===== src/rtl/pwm_duty_ramp_if.sv =====
// CPU output-port bus and PWM-facing duty outputs of the duty ramp block.
// The CPU side drives the port write; the ramp block drives DUTY/BUSY/DONE.
interface pwm_duty_ramp_if;
  logic [7:0] PORT_ID;
  logic [7:0] OUT_PORT;
  logic       IO_STRB;
  logic [7:0] DUTY;
  logic       BUSY;
  logic       DONE;

  modport master (
    output PORT_ID, OUT_PORT, IO_STRB,
    input  DUTY, BUSY, DONE
  );

  modport slave (
    input  PORT_ID, OUT_PORT, IO_STRB,
    output DUTY, BUSY, DONE
  );
endinterface


===== src/rtl/pwm_duty_ramp.sv =====
// Duty-cycle source for the 8-bit PWM. CPU port writes set a target and a
// config byte; DUTY slews toward the target one step per prescaler tick,
// or jumps straight to it when IMMEDIATE is set.
//
// state | meaning
// ------+-----------------------------------------------
// IDLE  | DUTY equals TARGET, or immediate mode active
// UP    | ramping DUTY upward toward TARGET
// DOWN  | ramping DUTY downward toward TARGET
module pwm_duty_ramp #(
  parameter logic [7:0] TARGET_ADDR = 8'h42,
  parameter logic [7:0] CFG_ADDR    = 8'h43,
  parameter int         PRESCALE    = 256
) (
  input  logic             CLK,
  input  logic             RST,
  pwm_duty_ramp_if.slave   bus
);

  localparam logic [1:0] IDLE = 2'b00;
  localparam logic [1:0] UP   = 2'b01;
  localparam logic [1:0] DOWN = 2'b10;

  localparam logic [15:0] PRESC_LAST = 16'(PRESCALE - 1);

  logic [15:0] presc;
  logic        tick;

  logic [7:0]  target;
  logic        cfg_imm;
  logic [2:0]  cfg_rsvd_unused;
  logic [3:0]  cfg_step;

  logic [1:0]  state, state_nxt;
  logic [7:0]  duty, duty_nxt;
  logic        done_q, done_nxt;

  logic [7:0]  step;
  logic [8:0]  up_diff, dn_diff;

  assign tick = (presc == PRESC_LAST);

  // Free-running prescaler; tick marks the last count of each period.
  always_ff @(posedge CLK) begin
    if (RST)       presc <= '0;
    else if (tick) presc <= '0;
    else           presc <= presc + 16'd1;
  end

  // CPU port write decode into the target and config registers.
  always_ff @(posedge CLK) begin
    if (RST) begin
      target          <= 8'h00;
      cfg_imm         <= 1'b0;
      cfg_rsvd_unused <= 3'b000;
      cfg_step        <= 4'h1;
    end else if (bus.IO_STRB) begin
      if (bus.PORT_ID == TARGET_ADDR) target <= bus.OUT_PORT;
      if (bus.PORT_ID == CFG_ADDR) begin
        cfg_imm         <= bus.OUT_PORT[7];
        cfg_rsvd_unused <= bus.OUT_PORT[6:4];
        cfg_step        <= bus.OUT_PORT[3:0];
      end
    end
  end

  // A zero step would stall the ramp forever, so it is promoted to 1.
  assign step    = {4'd0, (cfg_step == 4'd0) ? 4'd1 : cfg_step};
  assign up_diff = {1'b0, target} - {1'b0, duty};
  assign dn_diff = {1'b0, duty} - {1'b0, target};

  // Next-state and next-duty: saturate at TARGET, reverse on a target rewrite.
  always_comb begin
    state_nxt = state;
    duty_nxt  = duty;
    done_nxt  = 1'b0;
    if (cfg_imm) begin
      state_nxt = IDLE;
      duty_nxt  = target;
    end else begin
      case (state)
        IDLE: begin
          if (target > duty)      state_nxt = UP;
          else if (target < duty) state_nxt = DOWN;
        end
        UP: begin
          if (target == duty)     state_nxt = IDLE;
          else if (target < duty) state_nxt = DOWN;
          else if (tick) begin
            if (up_diff <= {1'b0, step}) begin
              duty_nxt  = target;
              state_nxt = IDLE;
              done_nxt  = 1'b1;
            end else begin
              duty_nxt = duty + step;
            end
          end
        end
        DOWN: begin
          if (target == duty)     state_nxt = IDLE;
          else if (target > duty) state_nxt = UP;
          else if (tick) begin
            if (dn_diff <= {1'b0, step}) begin
              duty_nxt  = target;
              state_nxt = IDLE;
              done_nxt  = 1'b1;
            end else begin
              duty_nxt = duty - step;
            end
          end
        end
        default: state_nxt = IDLE;
      endcase
    end
  end

  // Ramp state, duty and done pulse registers.
  always_ff @(posedge CLK) begin
    if (RST) begin
      state  <= IDLE;
      duty   <= 8'h00;
      done_q <= 1'b0;
    end else begin
      state  <= state_nxt;
      duty   <= duty_nxt;
      done_q <= done_nxt;
    end
  end

  assign bus.DUTY = duty;
  assign bus.BUSY = (state != IDLE);
  assign bus.DONE = done_q;

endmodule


===== src/flat_wrapper.sv =====
// flat-port wrapper written by rule: the top's interface ports become plain ports
module pwm_duty_ramp_flat 
#(
  parameter logic [7:0] TARGET_ADDR = 8'h42,
  parameter logic [7:0] CFG_ADDR    = 8'h43,
  parameter int         PRESCALE    = 256
)
  (CLK, RST, bus_PORT_ID, bus_OUT_PORT, bus_IO_STRB, bus_DUTY, bus_BUSY, bus_DONE);
  pwm_duty_ramp_if bus_i ();
  input  logic CLK;
  input  logic RST;
  input wire logic [$bits(bus_i.PORT_ID)-1:0] bus_PORT_ID;
  input wire logic [$bits(bus_i.OUT_PORT)-1:0] bus_OUT_PORT;
  input wire logic [$bits(bus_i.IO_STRB)-1:0] bus_IO_STRB;
  output wire logic [$bits(bus_i.DUTY)-1:0] bus_DUTY;
  output wire logic [$bits(bus_i.BUSY)-1:0] bus_BUSY;
  output wire logic [$bits(bus_i.DONE)-1:0] bus_DONE;
  assign bus_i.PORT_ID = bus_PORT_ID;
  assign bus_i.OUT_PORT = bus_OUT_PORT;
  assign bus_i.IO_STRB = bus_IO_STRB;
  assign bus_DUTY = bus_i.DUTY;
  assign bus_BUSY = bus_i.BUSY;
  assign bus_DONE = bus_i.DONE;
  pwm_duty_ramp #(.TARGET_ADDR(TARGET_ADDR), .CFG_ADDR(CFG_ADDR), .PRESCALE(PRESCALE)) u_core (.CLK(CLK), .RST(RST), .bus(bus_i));
endmodule

===== config.mk =====
export PLATFORM = sky130hd
export DESIGN_NAME = pwm_duty_ramp_flat
export DESIGN_NICKNAME = d
export VERILOG_FILES = /design/src/rtl/pwm_duty_ramp_if.sv /design/src/rtl/pwm_duty_ramp.sv /design/src/flat_wrapper.sv
export SDC_FILE = /design/constraint.sdc
export NUM_CORES = 1
export LEC_CHECK = 0
export ABC_AREA = 1
export ABC_CLOCK_PERIOD_IN_PS = 3030
export CORE_ASPECT_RATIO = 1.1
export CORE_UTILIZATION = 48
export DETAILED_ROUTE_END_ITERATION = 6
export HOLD_SLACK_MARGIN = 0.12
export PLACE_DENSITY = 0.66
export SLEW_MARGIN = 20
export SYNTH_ARGS = -nofsm -noshare
export SYNTH_HDL_FRONTEND = slang
export SYNTH_SLANG_ARGS = --single-unit

===== constraint.sdc =====
create_clock -name CLK -period 3.03 [get_ports CLK]
set_clock_uncertainty 0.15 [all_clocks]
set_input_delay 0.606 -clock CLK [delete_from_list [all_inputs] [get_ports CLK]]
set_output_delay 0.606 -clock CLK [all_outputs]
set_load 0.005 [all_outputs]

==> results.cfg <==
[synth]
post_synth_main_area_contributors = dfxtp_1 22%, nand2_1 14%, ha_1 12%
synth_edf_count = 0
avgSynthCellArea_um2 = 6.51
yosys_register_bits = 40
synth_ff_type = dfxtp_1
synth_top_area_cell = dfxtp_1
yosysWarnings = 0
ys_seq_area_share_pct = 22.0
synth_cells = 559
synth_cell_types = 36
async_flop_share_pct = 0
synth_top_cell_area_share_pct = 22.0
synth_nets = 618
syn_area_mm2 = 0.00364

[critical_path]
start_kind = flip-flop
r2r_slack_ns = 0.08
critPathLaunch = u_core.bus.DUTY[0]
path_max_fanout = 6
worstSetupEndpointType = flip-flop
reg2reg_depth = 18
worstPathArrival_ns = 2.97
rr_endpoint = u_core.bus.DUTY[3]
required_ns = 3.05
crit_type = flip-flop to flip-flop
reg2reg_from = u_core.bus.DUTY[0]

[place]
dp_hpwl_um = 7370
portBuffers = 28
dp.cells = 671
finalWeightedCongestion = 0.930

[grt]
grt_max_degree = 20
grt_overflow_total = 0
grt_pass1_vias = 3447
grt_pass1_wl_um = 15600
groute.usage.overall_pct = 24.6
antenna_found_initial = 0

[finish]
diodes = 0
nets = 659
instances_no_fill = 686
drive_gt1_share_pct = 13.1
postLayoutCoreUtil_pct = 60.0
area_delta_synth_final_pct = 18.0

[die]
num_io_pins = 29
num_rows = 32
die_x_um = 85.0
start_util_pct = 50.8
core_mm2 = 0.00717
dieArea_mm2 = 0.00794
die-height_um = 93.3

[power_and_ir_drop]
leakage_uw = 0.00199
vdd_ir_drop_max_mv = 0.360
power.density_mw_per_mm2 = 1030

[hold_path]
hold_depth = 1
hold_end = u_core.presc[0]
hold_path_class = flip-flop to flip-flop
min_from = u_core.presc[0]

[route]
dr.first_iter.drc_count = 231
ant_nets = 0
routedWlPerCell_um = 13.9
dr.pass1.iters = 6
num_vias = 3695
via_per_inst = 5.39
routed_wl_um = 9560
drc = 0

[timing]
fmax_mhz = 339
grt_setup_unrepaired = yes
worst_pin_slew_ns = 0.505
finalCritPeriodShare_pct = 97.4
min_period_ns = 2.95
final.setup.tns_ns = 0
slew_headroom_pct = 66.3
finalHoldViolCount = 0
setup_viol = 0
slew_viol_final = 0

[clock_network]
clock_latency_ns = 0.29
htree_levels = 2
ctsRootBufferMaster = clkbuf_8
clock_path_buffers = 2
cts_tree = built
ctsHoldBuffers = 0
clkTransAtPathRegs_ns = 0.08
cts.sinks = 40
cts_buffers = 5

[run]
drv_cap = 0

[run_status]
status = completed
## kinds of logic (layout without fill, tap and decap cells)
kind of cell | Yosys count | count (layout) | share of synthesized area (%)
AOI/OAI and AO/OA | 71 | 71 | 10.3
adders and majority gates | 40 | 40 | 14.6
buffers and inverters | 98 | 138 | 10.9
xor gates and xnor gates | 19 | 19 | 4.57
and+or+nand+nor | 291 | 293 | 37.7
DFF | 40 | 40 | 22.0
## Yosys cell counts (5+ instances only)
cell type and instances:
nand3_2 7, inv_1 86, xor2_1 18, dfxtp_1 40
o21ai_0 20, a21oi_1 38, nand2_2 7, nand4_1 10
clkbuf_1 6, nand2_1 135, nor2_1 41, nand3_1 65
o21ai_1 9, ha_1 36, nor2_2 5
## worst max-delay path: stages (launching register included)
cell	delay [ns]
dfxtp_4	0.38
inv_4	0.08
ha_4	0.12
inv_2	0.05
fa_2	0.39
xor2_1	0.17
ha_1	0.31
nand2_1	0.08
nand2_1	0.06
nand2_1	0.08
nand3_1	0.11
nand2_2	0.10
o21ai_4	0.07
nor2_4	0.22
nand2_4	0.10
nand2_2	0.06
nand2_1	0.05
o21ai_2	0.16
a21oi_2	0.07
## per-layer routing
layer	share of wire [%]	vias to the layer above	track usage, %
li1	-	1877	-
met1	44	1695	29.8
met2	49	102	44.4
met3	4.1	21	2.91
met4	2.5	0	9.32
met5	0	-	0
## where the power goes
| part | leakage, µW | internal, µW | switching, µW |
|---|---|---|---|
| clock | 0.0000445 | 185 | 191 |
| sequential | 0.000327 | 586 | 62.9 |
| combinational | 0.00161 | 1300 | 2120 |
## final cells by class
cell class	instances	area (µm²)
timing repair buffer	43	397
sequential	40	812
tap	85	106
clock buffer	7	86.3
fill	686	2870
clock inverter	1	7.51
inverter	87	332
multi-input combinational	423	2560
## worst max path at each step
stage | endpoint | slack, ns
3_5_place_dp | u_core.bus.DUTY[3] | -0.006
2_1_floorplan | u_core.state[0] | 0.23
4_1_cts | u_core.bus.DUTY[3] | 0.009
5_1_grt | u_core.bus.DUTY[3] | -0.11
6_report | u_core.bus.DUTY[3] | 0.08
3_3_place_gp | u_core.bus.DUTY[3] | 0.11
## sequential cells by signal, indices dropped and copies added, names as in the netlist
register         flops
u_core.cfg_imm       1
u_core.bus.DONE      1
u_core.cfg_step      4
u_core.presc        16
u_core.target        8
u_core.bus.DUTY      8
u_core.state         2
## cells in the final DEF (no fill, tap or decap), types with 4 or more instances in the layout
cell type,instances
a21oi_1,37
buf_4,14
clkbuf_8,6
clkdlybuf4s50_1,28
dfxtp_1,35
ha_1,32
ha_4,4
inv_1,81
inv_2,4
nand2_1,131
nand2_2,11
nand3_1,64
nand3_2,8
nand4_1,10
nor2_1,41
nor2_2,5
nor2_4,4
nor4_1,4
o21ai_0,20
o21ai_1,7
xor2_1,18
## metrics by stage
stage	total power [µW]	setup WS, ns	cell area, µm²	hold slack [ns]
final	4440	0.0794	4300	0.299
after CTS	4060	0.00917	4130	0.303
after detailed placement	3680	-0.00568	4030	0.285
after global placement	3640	0.107	4030	0.281
after global routing	4900	-0.111	4300	0.324
after floorplan	2980	0.228	3640	0.268
## timing repair
action,4_1_cts,5_1_grt
resized for setup,0,37
endpoints found under the setup margin,0,11
buffers inserted,0,4
Power figures use the tool's default switching activity.
